[config.mk]
export PLATFORM = sky130hd
export DESIGN_NAME = fifo_word_reader_flat
export DESIGN_NICKNAME = d
export VERILOG_FILES = /design/src/rtl/fifo_word_reader_if.sv /design/src/rtl/fifo_word_reader.sv /design/src/flat_wrapper.sv
export SDC_FILE = /design/constraint.sdc
export NUM_CORES = 1
export LEC_CHECK = 0
export BUFFER_PORTS_ARGS = -buffer_cell sky130_fd_sc_hd__buf_4
export CAP_MARGIN = 20
export CORE_ASPECT_RATIO = 0.5
export CORE_UTILIZATION = 40
export CTS_CLUSTER_SIZE = 16
export DETAILED_ROUTE_END_ITERATION = 6
export GPL_TIMING_DRIVEN = 0
export HOLD_SLACK_MARGIN = 0.08
export SYNTH_ARGS = -nofsm -noshare
export SYNTH_HDL_FRONTEND = slang
export SYNTH_SLANG_ARGS = --single-unit
[constraint.sdc]
create_clock -name clk -period 4.4 [get_ports clk]
set_input_delay 1.32 -clock clk [delete_from_list [all_inputs] [get_ports clk]]
set_output_delay 1.32 -clock clk [all_outputs]
set_load 0.01 [all_outputs]
[src/rtl/fifo_word_reader_if.sv]
`default_nettype none
// +--------------------------------------------------------------------------+
// | fifo_word_reader_if                                                      |
// | Byte-FIFO read port plus 32-bit word valid/ready port of the reader.     |
// | Optional flush signals exist only when FIFO_READER_FLUSH_EN is defined.  |
// | Revision: 1.0                                                            |
// +--------------------------------------------------------------------------+
interface fifo_word_reader_if;
    logic        in_fifo_empty;
    logic [7:0]  in_fifo_data;
    logic        out_fifo_read;
    logic        out_word_valid;
    logic [31:0] out_word_data;
    logic        in_word_ready;
    logic        out_busy;
`ifdef FIFO_READER_FLUSH_EN
    logic        in_flush;
    logic [2:0]  out_word_bytes;

    modport master (
        input  in_fifo_empty, in_fifo_data, in_word_ready, in_flush,
        output out_fifo_read, out_word_valid, out_word_data, out_busy, out_word_bytes
    );
    modport slave (
        output in_fifo_empty, in_fifo_data, in_word_ready, in_flush,
        input  out_fifo_read, out_word_valid, out_word_data, out_busy, out_word_bytes
    );
`else
    modport master (
        input  in_fifo_empty, in_fifo_data, in_word_ready,
        output out_fifo_read, out_word_valid, out_word_data, out_busy
    );
    modport slave (
        output in_fifo_empty, in_fifo_data, in_word_ready,
        input  out_fifo_read, out_word_valid, out_word_data, out_busy
    );
`endif
endinterface
`default_nettype wire

[src/rtl/fifo_word_reader.sv]
`default_nettype none
// +--------------------------------------------------------------------------+
// | fifo_word_reader                                                         |
// | Pops an 8-bit FIFO (1-cycle read latency) and packs 4 bytes LE into a    |
// | 32-bit valid/ready word. FIFO_READER_FLUSH_EN adds partial-word flush.   |
// | Revision: 1.0                                                            |
// +--------------------------------------------------------------------------+
module fifo_word_reader #(
    parameter int WORD_BYTES = 4
) (
    input  wire                clk,
    input  wire                rst,
    fifo_word_reader_if.master bus
);
    typedef enum logic [0:0] {
        ST_FILL = 1'b0,
        ST_HOLD = 1'b1
    } state_t;

    localparam logic [2:0] c_word_bytes = 3'(WORD_BYTES);

    state_t      r_state;
    logic [2:0]  r_issued;
    logic [2:0]  r_captured;
    logic        r_pend;
    logic        r_valid;
    logic [31:0] r_data;
    logic        w_read;
`ifdef FIFO_READER_FLUSH_EN
    logic        r_flush_req;
    logic [2:0]  r_word_bytes;
`endif

    always_comb begin
        w_read = ~rst & ~bus.in_fifo_empty & (r_state == ST_FILL) & (r_issued < c_word_bytes);
`ifdef FIFO_READER_FLUSH_EN
        w_read = w_read & ~r_flush_req;
`endif
    end

    always_ff @(posedge clk) begin
        if (rst) begin
            r_state    <= ST_FILL;
            r_issued   <= 3'd0;
            r_captured <= 3'd0;
            r_pend     <= 1'b0;
            r_valid    <= 1'b0;
            r_data     <= 32'd0;
`ifdef FIFO_READER_FLUSH_EN
            r_flush_req  <= 1'b0;
            r_word_bytes <= 3'd0;
`endif
        end else if (r_state == ST_FILL) begin
            r_pend <= w_read;
            if (w_read) begin
                r_issued <= r_issued + 3'd1;
            end
            // pend marks that the FIFO presents the byte popped last cycle
            if (r_pend) begin
                r_data[{r_captured[1:0], 3'b000} +: 8] <= bus.in_fifo_data;
                r_captured <= r_captured + 3'd1;
                if (r_captured == c_word_bytes - 3'd1) begin
                    r_state <= ST_HOLD;
                    r_valid <= 1'b1;
`ifdef FIFO_READER_FLUSH_EN
                    r_word_bytes <= c_word_bytes;
`endif
                end
            end
`ifdef FIFO_READER_FLUSH_EN
            else if (r_flush_req) begin
                // no read in flight: emit what we have, or drop an empty flush
                if (r_captured != 3'd0) begin
                    r_state      <= ST_HOLD;
                    r_valid      <= 1'b1;
                    r_word_bytes <= r_captured;
                end else begin
                    r_flush_req <= 1'b0;
                end
            end
            if (bus.in_flush) begin
                r_flush_req <= 1'b1;
            end
`endif
        end else begin
            if (bus.in_word_ready) begin
                r_state    <= ST_FILL;
                r_valid    <= 1'b0;
                r_issued   <= 3'd0;
                r_captured <= 3'd0;
                r_data     <= 32'd0;
`ifdef FIFO_READER_FLUSH_EN
                r_flush_req  <= 1'b0;
                r_word_bytes <= 3'd0;
`endif
            end
        end
    end

    assign bus.out_fifo_read  = w_read;
    assign bus.out_word_valid = r_valid;
    assign bus.out_word_data  = r_data;
    assign bus.out_busy       = (r_issued != 3'd0) | r_pend | r_valid;
`ifdef FIFO_READER_FLUSH_EN
    assign bus.out_word_bytes = r_word_bytes;
`endif
endmodule
`default_nettype wire
[src/flat_wrapper.sv]
// flat-port wrapper written by rule: the top's interface ports become plain ports
module fifo_word_reader_flat 
#(
    parameter int WORD_BYTES = 4
)
  (clk, rst, bus_in_fifo_empty, bus_in_fifo_data, bus_in_word_ready, bus_out_fifo_read, bus_out_word_valid, bus_out_word_data, bus_out_busy);
  fifo_word_reader_if bus_i ();
  input  wire clk;
  input  wire rst;
  input wire logic [$bits(bus_i.in_fifo_empty)-1:0] bus_in_fifo_empty;
  input wire logic [$bits(bus_i.in_fifo_data)-1:0] bus_in_fifo_data;
  input wire logic [$bits(bus_i.in_word_ready)-1:0] bus_in_word_ready;
  output wire logic [$bits(bus_i.out_fifo_read)-1:0] bus_out_fifo_read;
  output wire logic [$bits(bus_i.out_word_valid)-1:0] bus_out_word_valid;
  output wire logic [$bits(bus_i.out_word_data)-1:0] bus_out_word_data;
  output wire logic [$bits(bus_i.out_busy)-1:0] bus_out_busy;
  assign bus_i.in_fifo_empty = bus_in_fifo_empty;
  assign bus_i.in_fifo_data = bus_in_fifo_data;
  assign bus_i.in_word_ready = bus_in_word_ready;
  assign bus_out_fifo_read = bus_i.out_fifo_read;
  assign bus_out_word_valid = bus_i.out_word_valid;
  assign bus_out_word_data = bus_i.out_word_data;
  assign bus_out_busy = bus_i.out_busy;
  fifo_word_reader #(.WORD_BYTES(WORD_BYTES)) u_core (.clk(clk), .rst(rst), .bus(bus_i));
endmodule
==> results of run 1 <==
-- placed cells by master, fill, tap and decap left out, types with 2 or more instances in the layout --
master / count
buf_4: 46
dfxtp_1: 41
a21oi_1: 36
nand3_1: 33
o2111ai_1: 24
clkbuf_1: 10
o211ai_1: 8
ha_1: 8
inv_1: 6
buf_2: 6
and3b_1: 6
nor2_1: 6
clkbuf_8: 6
nand2_1: 5
buf_1: 5
nand3b_1: 4
buf_6: 2
and2_1: 2
nor2b_1: 2
o22a_1: 2
o21bai_1: 2
-- routing by layer --
layer | up-vias | part of all wire (%) | global-route usage [%]
li1 | 928 | - | -
met4 | 0 | 0.76 | 6.52
met1 | 895 | 52 | 32.3
met3 | 5 | 4.6 | 4.84
met5 | - | 0 | 0
met2 | 43 | 43 | 32.4
-- cell families (layout without fill, tap and decap cells) --
family / Yosys count / count (layout)
flip-flops: 41 / 41
AND/OR/NAND/NOR: 63 / 63
AO/OA/AOI/OAI: 75 / 75
multiplexers: 2 / 2
XOR/XNOR: 1 / 1
adder cells (fa/ha/maj): 8 / 8
buffers and inverters: 28 / 82
-- final cells by class --
type	count	area [sq um]
Buffer	22	105
Sequential cell	41	821
Inverter	6	22.5
Clock inverter	1	30.0
Timing Repair Buffer	46	345
Clock buffer	7	86.3
Multi-Input combinational cell	149	1020
Tap cell	66	82.6
Fill cell	447	2060
-- cells in the mapped netlist, types with 2 or more instances --
library cell and n:
a21oi_1 36, and2_1 2, and3b_1 6, buf_1 5
buf_2 6, buf_6 2, clkbuf_1 9, dfxtp_1 41
ha_1 8, inv_1 6, nand2_1 5, nand3_1 33
nand3b_1 4, nor2_1 6, nor2b_1 2, o2111ai_1 24
o211ai_1 8, o21bai_1 2, o22a_1 2
-- critical path: cells and delay by family --
family	cells	cell delay, ns
simple gates	1	0.41
buf+inv	2	0.33
-- registers in the layout, summed over array words and instances, names as in the netlist --
signal and cells:
u_core.bus.out_word_data 32, u_core.bus.out_word_valid 1, u_core.r_captured 3, u_core.r_pend 1, u_core.r_issued 3, u_core.r_state 1
-- metrics by stage --
stage                     cell area, sq um  instances  setup slack (ns)
after floorplan                       1970        218              1.32
after global placement                2400        330              1.04
after detailed placement              2400        330              1.02
after CTS                             2520        338              1.01
after global routing                  2520        338             0.942
final                                 2520        338              1.02
-- worst max path at each step --
stage / end / slack, ns / cells after the start
4_1_cts: bus_out_fifo_read / 1.01 / 3
6_report: bus_out_fifo_read / 1.02 / 3
3_5_place_dp: bus_out_fifo_read / 1.02 / 3
5_1_grt: bus_out_fifo_read / 0.94 / 3
3_3_place_gp: bus_out_fifo_read / 1.04 / 3
2_1_floorplan: bus_out_fifo_read / 1.32 / 1
-- power groups by stage --
stage / logic [W] / clock network, W / registers (W)
finish: 0.0000943 / 0.000317 / 0.000389
global route: 0.000105 / 0.000338 / 0.000390
CTS: 0.0000942 / 0.000322 / 0.000389
detailed placement: 0.0000939 / 0 / 0.000397
global placement: 0.0000914 / 0 / 0.000397
floorplan: 0.0000554 / 0 / 0.000397
==> out/metrics.yaml, run 1 <==
status: "completed"
grt_start_max_net_pins: 13
postCtsHoldBufs: 0
synth_area_per_cell_sq_um: 9.05
crit_path_end_kind: "primary output"
vias_per_cell: 5.54
antennaDiodeCount: 0
cts.reportedPaths.clkPinSlew_ns: 0.08
setup_viol: 0
p_sw_w: 0.000194
die_w_um: 101
post-dp-hpwl_mm: 4.01
syn-num-nets: 238
synthSimpleGateAreaFrac_pct: 19.5
period_share_pct: 76.7
synthAdderAreaFrac_pct: 5.08
yosys-top-cells-area: "dfxtp_1 42%, o2111ai_1 11%, a21oi_1 9.1%"
timing.rr.end: "u_core.bus.out_word_data[18]$_SDFFE_PP0P_"
fin_util_pct: 55.0
ys_seq_area_share_pct: 41.6
critPathKind: "in -> out"
drt_iter0_drc: 123
initial_core_util_pct: 43.1
place.gp.congestion: 0.754
yosysWarnings: 0
max-cap-violations: 0
grt_use_total_pct: 22.1
slowest_stage: "nor4_2"
rsz0062_at_grt: "false"
ys_seq_elements: 41
critPathLaunchType: "primary input"
synth_xor_area_share_pct: 0.444
core_area_sq_mm: 0.00457
grt_pass1_vias: 1631
path_common_cell: "buf_4"
power.total_w: 0.000800
powerDensity_mw_per_mm2: 318
cts-resized-gates: 0
yosysTopAreaCell: "dfxtp_1"
io-pin-count: 47
cts_tree: "yes"
syn-cell-area_sq_mm: 0.00197
min_path_cells: 2
hold_slack_ns: 0.466
muxShareOfSynthArea_pct: 1.08
rrSetupSlack_ns: 2.33
min_from: "u_core.bus.out_word_data[20]$_SDFFE_PP0P_"
fp.dieH_um: 51.6
synth_ff_type: "dfxtp_1"
avgRoutedWirePerCell_um: 15.9
r2r-start: "u_core.r_captured[0]$_SDFFE_PP0P_"
crit_fanout: 5
max_freq_mhz: 296
hp-class: "reg -> reg"
arrival_ns: 2.06
ys_types: 30
synth_top_area_share_pct: 41.6
root_buffer: "clkbuf_8"
p_int_w: 0.000606
cts.sinks: 41
row_count: 17
synth_compound_area_share_pct: 25.8
clock_latency_ns: 0.30
cp.required_ns: 3.08
startpoint: "bus_in_fifo_empty"
grt_pass1_wl_mm: 8.60
p_leak_nw: 0.955
routed_wl_mm: 5.37
max_stage_delay_ns: 0.41
grt_remaining_overflow: 0
slew_headroom_pct: 62.6
worst_slew_pin_slew_ns: 0.559
seq_power_share_pct: 48.6
pwr-share-clk_pct: 39.6
synth_edf_count: 0
drcViolationCount: 0
hold_end: "u_core.bus.out_word_data[20]$_SDFFE_PP0P_"
p_comb_share_pct: 11.8
hold_violations: 0
num_vias: 1871
die_area_sq_mm: 0.00523
layout-drive-gt1-share_pct: 24.3
synth_top_family_by_area: "compound AO/OA/AOI/OAI gates"
slew_viol_final: 0
synthArstFlopShare_pct: 0
cts_made_buffers: 5
port_buffers: 46
ant_nets: 0
firstDrtPassIters: 5
ctsHtreeMaxLevel: 2
ir_worst_vdd_v: 0.000145
cts.path.max_buffers: 2
syn_inst: 218
min_period_ns: 3.38
swShare_pct: 24.3
postCtsSetupBuffers: 0
nets: 291
tns_ns: 0
area_growth_pct: 27.6
cp_cell_sequence: "buf_4 -> nor4_2 -> buf_4"
antenna_found_initial: 0
fin_skew_ns: 0.00365
ff2ff_path_depth: 6
Power figures use the tool's default switching activity.
==> run 2: changes to the inputs <==
--- a/config.mk
+++ b/config.mk
@@ -5,6 +5,7 @@
 export SDC_FILE = /design/constraint.sdc
 export NUM_CORES = 1
 export LEC_CHECK = 0
+export ABC_AREA = 1
 export BUFFER_PORTS_ARGS = -buffer_cell sky130_fd_sc_hd__buf_4
 export CAP_MARGIN = 20
 export CORE_ASPECT_RATIO = 0.5
==> constraint.sdc (replaced) <==
create_clock -name clk -period 2.75 [get_ports clk]
set_input_delay 0.825 -clock clk [delete_from_list [all_inputs] [get_ports clk]]
set_output_delay 0.825 -clock clk [all_outputs]
set_load 0.01 [all_outputs]
==> run 2 against run 1 <==
  * Sequential power rose by 62%
  * Register-to-register slack got worse by 1.5 ns
  * Utilization fell by 0.21 points
  * Global-route usage fell by 2.5 points
  * Flip-flop and latch count did not move
  * Area after synthesis rose by 15%
  * Critical endpoint unchanged
==> out/metrics.yaml, run 2 <==
worst_slew_pin_slew_ns: 0.318  # -0.242 ns
cts.sinks: 41  # unchanged
fin_skew_ns: 0.00347  # -0.000178 ns
synth_area_per_cell_sq_um: 7.21  # -20%
core_area_sq_mm: 0.00518  # +13%
synth_top_area_share_pct: 36.2  # -5.5 points
final_cell_mix: "74 x nor2_1, 64 x nand2_1, 46 x buf_4"
swShare_pct: 25.7  # +1.4 points
cts.path.max_buffers: 2  # unchanged
grt_use_total_pct: 19.6  # -2.5 points
fp.dieH_um: 55.3  # +7.0%
slew_viol_final: 0  # unchanged
cts_tree: "yes"
syn-cell-area_sq_mm: 0.00227  # +15%
synth_ff_type: "dfxtp_1"
final_common_cell: "nor2_1"
antennaDiodeCount: 0  # unchanged
row_count: 18  # +1
tns_ns: 0  # unchanged
cts_made_buffers: 5  # unchanged
drt_iter0_drc: 110  # -11%
p_leak_nw: 1.43  # +50%
postCtsSetupBuffers: 0  # unchanged
port_buffers: 46  # unchanged
nets: 388  # +33%
p_int_w: 0.00104  # +71%
ys_seq_elements: 41  # unchanged
io-pin-count: 47  # unchanged
crit_path_end_kind: "primary output"
max_freq_mhz: 454
rsz0062_at_grt: "false"
postCtsHoldBufs: 0  # unchanged
grt_remaining_overflow: 0  # unchanged
largest_reg_flops: 32  # unchanged
die_area_sq_mm: 0.00600  # +15%
placedCellCount: 431  # +31%
synth_edf_count: 0  # unchanged
yosys-top-cells-area: "dfxtp_1 36%, nor2_1 12%, nand2_1 11%"
avgRoutedWirePerCell_um: 12.7  # -20%
hp-class: "reg -> reg"
ff2ff_path_depth: 8  # +2
critPathKind: "in -> out"
ctsHtreeMaxLevel: 2  # unchanged
fin_util_pct: 54.8  # -0.21 points
ys_seq_area_share_pct: 36.2  # -5.5 points
p_comb_share_pct: 14.5  # +2.7 points
min_period_ns: 2.20
hold_violations: 0  # unchanged
p_sw_w: 0.000359  # +85%
syn-num-nets: 335  # +41%
initial_core_util_pct: 43.8  # +0.70 points
pwr-share-clk_pct: 40.5  # +0.9 points
arrival_ns: 1.38  # -0.68 ns
drcViolationCount: 0  # unchanged
cp.required_ns: 1.93  # -1.15 ns
vias_per_cell: 4.81  # -13%
yosysWarnings: 0  # unchanged
power.total_w: 0.00140  # +75%
antenna_found_initial: 0  # unchanged
num_vias: 2110  # +13%
root_buffer: "clkbuf_16"
cts.reportedPaths.clkPinSlew_ns: 0.06  # -0.02 ns
die_w_um: 109  # +7.1%
grt_pass1_wl_mm: 9.10  # +5.8%
synth.most_common_cell: "nor2_1"
layout-drive-gt1-share_pct: 21.4  # -2.9 points
place.gp.congestion: 0.876  # +16%
powerDensity_mw_per_mm2: 492  # +55%
clock_latency_ns: 0.28  # -0.02 ns
synthArstFlopShare_pct: 0  # unchanged
setup_viol: 0  # unchanged
critPathLaunchType: "primary input"
grt_start_max_net_pins: 12  # -1
ant_nets: 0  # unchanged
slew_headroom_pct: 78.8  # +16 points
min_path_cells: 2  # unchanged
fin_area_sq_mm: 0.00284  # +13%
firstDrtPassIters: 4  # -1
cts-resized-gates: 0  # unchanged
yosysTopAreaCell: "dfxtp_1"
crit_fanout: 6  # +1
rrSetupSlack_ns: 0.80  # -1.53 ns
seq_power_share_pct: 45.0  # -3.6 points
n_fill_cell: 535  # +20%
max-cap-violations: 0  # unchanged
yosys-top-cells-count: "74 x nor2_1, 64 x nand2_1, 41 x dfxtp_1"
ys_types: 28  # -6.7%
status: "completed"
dpl-instance-area_sq_mm: 0.00270  # +13%
routed_wl_mm: 5.57  # +3.7%
post-dp-hpwl_mm: 4.12  # +2.8%
grt_pass1_vias: 1857  # +14%
syn_inst: 315  # +44%
period_share_pct: 80.0
area_growth_pct: 25.1
ir_worst_vdd_v: 0.000274  # +89%
final_cells: 439  # +30%
[run 2: critical path, cell delays in order]
cell and delay [ns]:
buf_4 0.13, nor2_1 0.08, nand2_1 0.12, inv_1 0.10
buf_4 0.12
[run 2: path summary, 6_finish.rpt]
check	start	to
setup / recovery	rst	bus_out_fifo_read
setup reg to reg	u_core.r_captured[0]$_SDFFE_PP0P_	u_core.bus.out_word_data[24]$_SDFFE_PP0P_
hold / removal	u_core.r_captured[2]$_SDFFE_PP0P_	u_core.r_captured[2]$_SDFFE_PP0P_
hold reg to reg	u_core.r_captured[2]$_SDFFE_PP0P_	u_core.r_captured[2]$_SDFFE_PP0P_
[run 2: cells by family (layout without fill, tap and decap cells)]
| group | after synthesis | in the layout | synth area share, % |
|---|---|---|---|
| simple gates | 204 | 204 | 45.4 |
| flops | 41 | 41 | 36.2 |
| compound gates | 12 | 12 | 3.91 |
| fa+ha+maj | 8 | 8 | 4.41 |
| buf+inv | 50 | 104 | 10.1 |
[run 2: power by group through the flow]
stage | clock (W) | sequential [W] | combinational (W)
floorplan | 0 | 0.000648 | 0.000123
global placement | 0 | 0.000641 | 0.000198
detailed placement | 0 | 0.000642 | 0.000201
CTS | 0.000573 | 0.000629 | 0.000203
global route | 0.000614 | 0.000632 | 0.000225
finish | 0.000566 | 0.000629 | 0.000202
[run 2: per-stage QoR]
step | setup WS (ns) | hold slack (ns)
3_3_place_gp | 0.561 | 0.447
2_1_floorplan | 0.808 | 0.433
5_1_grt | 0.467 | 0.500
4_1_cts | 0.550 | 0.469
6_report | 0.549 | 0.472
3_5_place_dp | 0.559 | 0.461
[run 2: layout make-up]
class	instances	area, sq um	share of cell area (%)
buffer	11	78.8	2.78
clock buffer	8	136	4.80
inverter	39	151	5.33
multi-input combinational	224	1220	42.9
sequential	41	821	28.9
tap	70	87.6	3.09
timing repair buffer	46	345	12.2
[run 2: routing by layer]
metal  share of wire, %  global-route usage (%)  vias up  wire length, um
met5                  0                       0        -                0
met1                 52                    29.8      954             2880
met2                 40                    26.9       56             2220
met4                1.2                    5.60        0               65
met3                7.4                    4.72        7              410
li1                   -                       -     1093                -
==> run 3: changes to the inputs <==
==> constraint.sdc (replaced) <==
create_clock -name clk -period 2 [get_ports clk]
set_input_delay 0.6 -clock clk [delete_from_list [all_inputs] [get_ports clk]]
set_output_delay 0.6 -clock clk [all_outputs]
set_load 0.01 [all_outputs]
==> run 3 against run 2 <==
  * Setup slack got worse by 0.39 ns
  * Power increased by 37%
  * Register-to-register slack got worse by 0.59 ns
  * Non-clock buffer count unchanged
  * Die area unchanged
  * Sequential power increased by 38%
  * Clock-buffer cell count unchanged
  * Flip-flop and latch count unchanged
  * Critical endpoint unchanged
  * Largest cell class unchanged
==> out/metrics.yaml, run 3 (synthesis gave the netlist of run 2 again) <==
status: "completed"
grt_pass1_vias: 1857  # unchanged
arrival_ns: 1.24  # -0.14 ns
root_buffer: "clkbuf_16"
dp_slack_ns: 0.0979  # -0.461 ns
drcViolationCount: 0  # unchanged
hp-class: "reg -> reg"
slew_viol_final: 0  # unchanged
cts_tree: "yes"
drt_iter0_drc: 109  # -0.91%
grt_pass1_wl_mm: 9.10  # unchanged
tns_ns: 0  # unchanged
worst_slew_pin_slew_ns: 0.336  # +0.0189 ns
grt_use_met2_pct: 26.9  # unchanged
ff2ff_path_depth: 9  # +1
cts_made_buffers: 5  # unchanged
io-pin-count: 47  # unchanged
firstDrtPassIters: 5  # +1
p_sw_w: 0.000491  # +37%
ant_nets: 0  # unchanged
fin_ws_ns: 0.162  # -0.387 ns
final_cell_mix: "74 x nor2_1, 64 x nand2_1, 46 x buf_4"
min_path_cells: 2  # unchanged
timing.rr.end: "u_core.bus.out_word_data[14]$_SDFFE_PP0P_"
final_cells: 439  # unchanged
hold_violations: 0  # unchanged
pwr-share-clk_pct: 40.4  # about the same
period_share_pct: 91.9
grt_start_max_net_pins: 12  # unchanged
busiest_layer: "met1"
antennaDiodeCount: 0  # unchanged
grt_remaining_overflow: 0  # unchanged
rsz0062_at_grt: "false"
largest_reg_flops: 32  # unchanged
postCtsHoldBufs: 0  # unchanged
crit_fanout: 7  # +1
n_fill_cell: 534  # -0.19%
min_period_ns: 1.84
crit_path_end_kind: "primary output"
vias_per_cell: 4.79  # -0.24%
cts.path.max_buffers: 2  # unchanged
placedCellCount: 431  # unchanged
cp.required_ns: 1.40  # -0.53 ns
clock_latency_ns: 0.28  # about the same
rrSetupSlack_ns: 0.21  # -0.59 ns
initial_core_util_pct: 43.8  # unchanged
row_count: 18  # unchanged
place.gp.congestion: 0.876  # unchanged
avgRoutedWirePerCell_um: 12.6  # -0.43%
final_common_cell: "nor2_1"
antenna_found_initial: 0  # unchanged
p_int_w: 0.00143  # +38%
ctsHtreeMaxLevel: 2  # unchanged
seq_power_share_pct: 45.1  # about the same
max_freq_mhz: 544
fp.dieH_um: 55.3  # unchanged
use_met3_pct: 4.72  # unchanged
startpoint: "u_core.r_state$_SDFF_PP0_"
routed_wl_mm: 5.54  # -0.43%
grtUsageMet1_pct: 29.8  # unchanged
cts.reportedPaths.clkPinSlew_ns: 0.06  # about the same
port_buffers: 46  # unchanged
post-dp-hpwl_mm: 4.12  # unchanged
r2r-start: "u_core.r_captured[0]$_SDFFE_PP0P_"
die_w_um: 109  # unchanged
max-cap-violations: 0  # unchanged
multi_input_area_sq_mm: 0.00123  # +0.62%
ir_worst_vdd_v: 0.000377  # +38%
swShare_pct: 25.6  # -0.10 points
p_comb_share_pct: 14.6  # about the same
die_area_sq_mm: 0.00600  # unchanged
critPathLaunchType: "register"
powerDensity_mw_per_mm2: 673  # +37%
area_growth_pct: 25.6
seq_area_sq_um: 822  # +0.15%
critPathCapture: "bus_out_fifo_read"
layout-drive-gt1-share_pct: 21.7  # +0.27 points
fin_skew_ns: 0.00414  # +0.000669 ns
nets: 388  # unchanged
grt_use_total_pct: 19.6  # unchanged
num_vias: 2105  # -0.24%
cts.sinks: 41  # unchanged
slew_headroom_pct: 77.6  # -1.3 points
critPathKind: "reg -> out"
core_area_sq_mm: 0.00518  # unchanged
fin_util_pct: 55.0  # +0.22 points
p_leak_nw: 1.43  # about the same
power.total_w: 0.00192  # +37%
setup_viol: 0  # unchanged
-- run 3: through the flow --
stage | hold WS, ns | area (sq um)
2_1_floorplan | 0.433 | 2270
3_3_place_gp | 0.447 | 2700
3_5_place_dp | 0.461 | 2700
4_1_cts | 0.469 | 2840
5_1_grt | 0.500 | 2850
6_report | 0.469 | 2850
-- run 3: worst min path at each step --
| stage | startpoint | endpoint |
|---|---|---|
| 2_1_floorplan | u_core.r_captured[2]$_SDFFE_PP0P_ | u_core.r_captured[2]$_SDFFE_PP0P_ |
| 3_3_place_gp | u_core.r_captured[2]$_SDFFE_PP0P_ | u_core.r_captured[2]$_SDFFE_PP0P_ |
| 3_5_place_dp | u_core.r_captured[2]$_SDFFE_PP0P_ | u_core.r_captured[2]$_SDFFE_PP0P_ |
| 4_1_cts | u_core.r_captured[2]$_SDFFE_PP0P_ | u_core.r_captured[2]$_SDFFE_PP0P_ |
| 5_1_grt | u_core.r_captured[2]$_SDFFE_PP0P_ | u_core.r_captured[2]$_SDFFE_PP0P_ |
| 6_report | u_core.r_captured[2]$_SDFFE_PP0P_ | u_core.r_captured[2]$_SDFFE_PP0P_ |
-- run 3: final cells by class --
type / count / area share (%)
Timing Repair Buffer: 46 / 12.1
Sequential cell: 41 / 28.8
Multi-Input combinational cell: 224 / 43.0
Buffer: 11 / 2.85
Clock buffer: 8 / 4.78
Inverter: 39 / 5.31
Tap cell: 70 / 3.07
-- run 3: timing repair --
item,4_1_cts,5_1_grt
setup buffers,0,0
setup endpoints to repair,0,15
hold endpoints to repair,0,0
resized for setup,0,3
-- run 3: critical path: stages (launching register included) --
cell and delay, ns:
dfxtp_1 0.32, buf_6 0.20, nor2_1 0.07, nand2_1 0.15, inv_1 0.08, buf_4 0.14
-- run 3: power by group through the flow --
stage | Sequential (W) | Combinational, W | Clock [W]
after floorplan | 0.000890 | 0.000169 | 0
after global placement | 0.000881 | 0.000272 | 0
after detailed placement | 0.000883 | 0.000277 | 0
after CTS | 0.000865 | 0.000279 | 0.000788
after global routing | 0.000869 | 0.000312 | 0.000844
final | 0.000865 | 0.000280 | 0.000774
-- run 3: layer usage --
layer / wire, um / part of all wire [%] / vias up
met5: 0 / 0 / -
met4: 70 / 1.3 / 0
met3: 420 / 7.6 / 10
met2: 2190 / 39 / 67
met1: 2870 / 52 / 937
li1: - / - / 1091
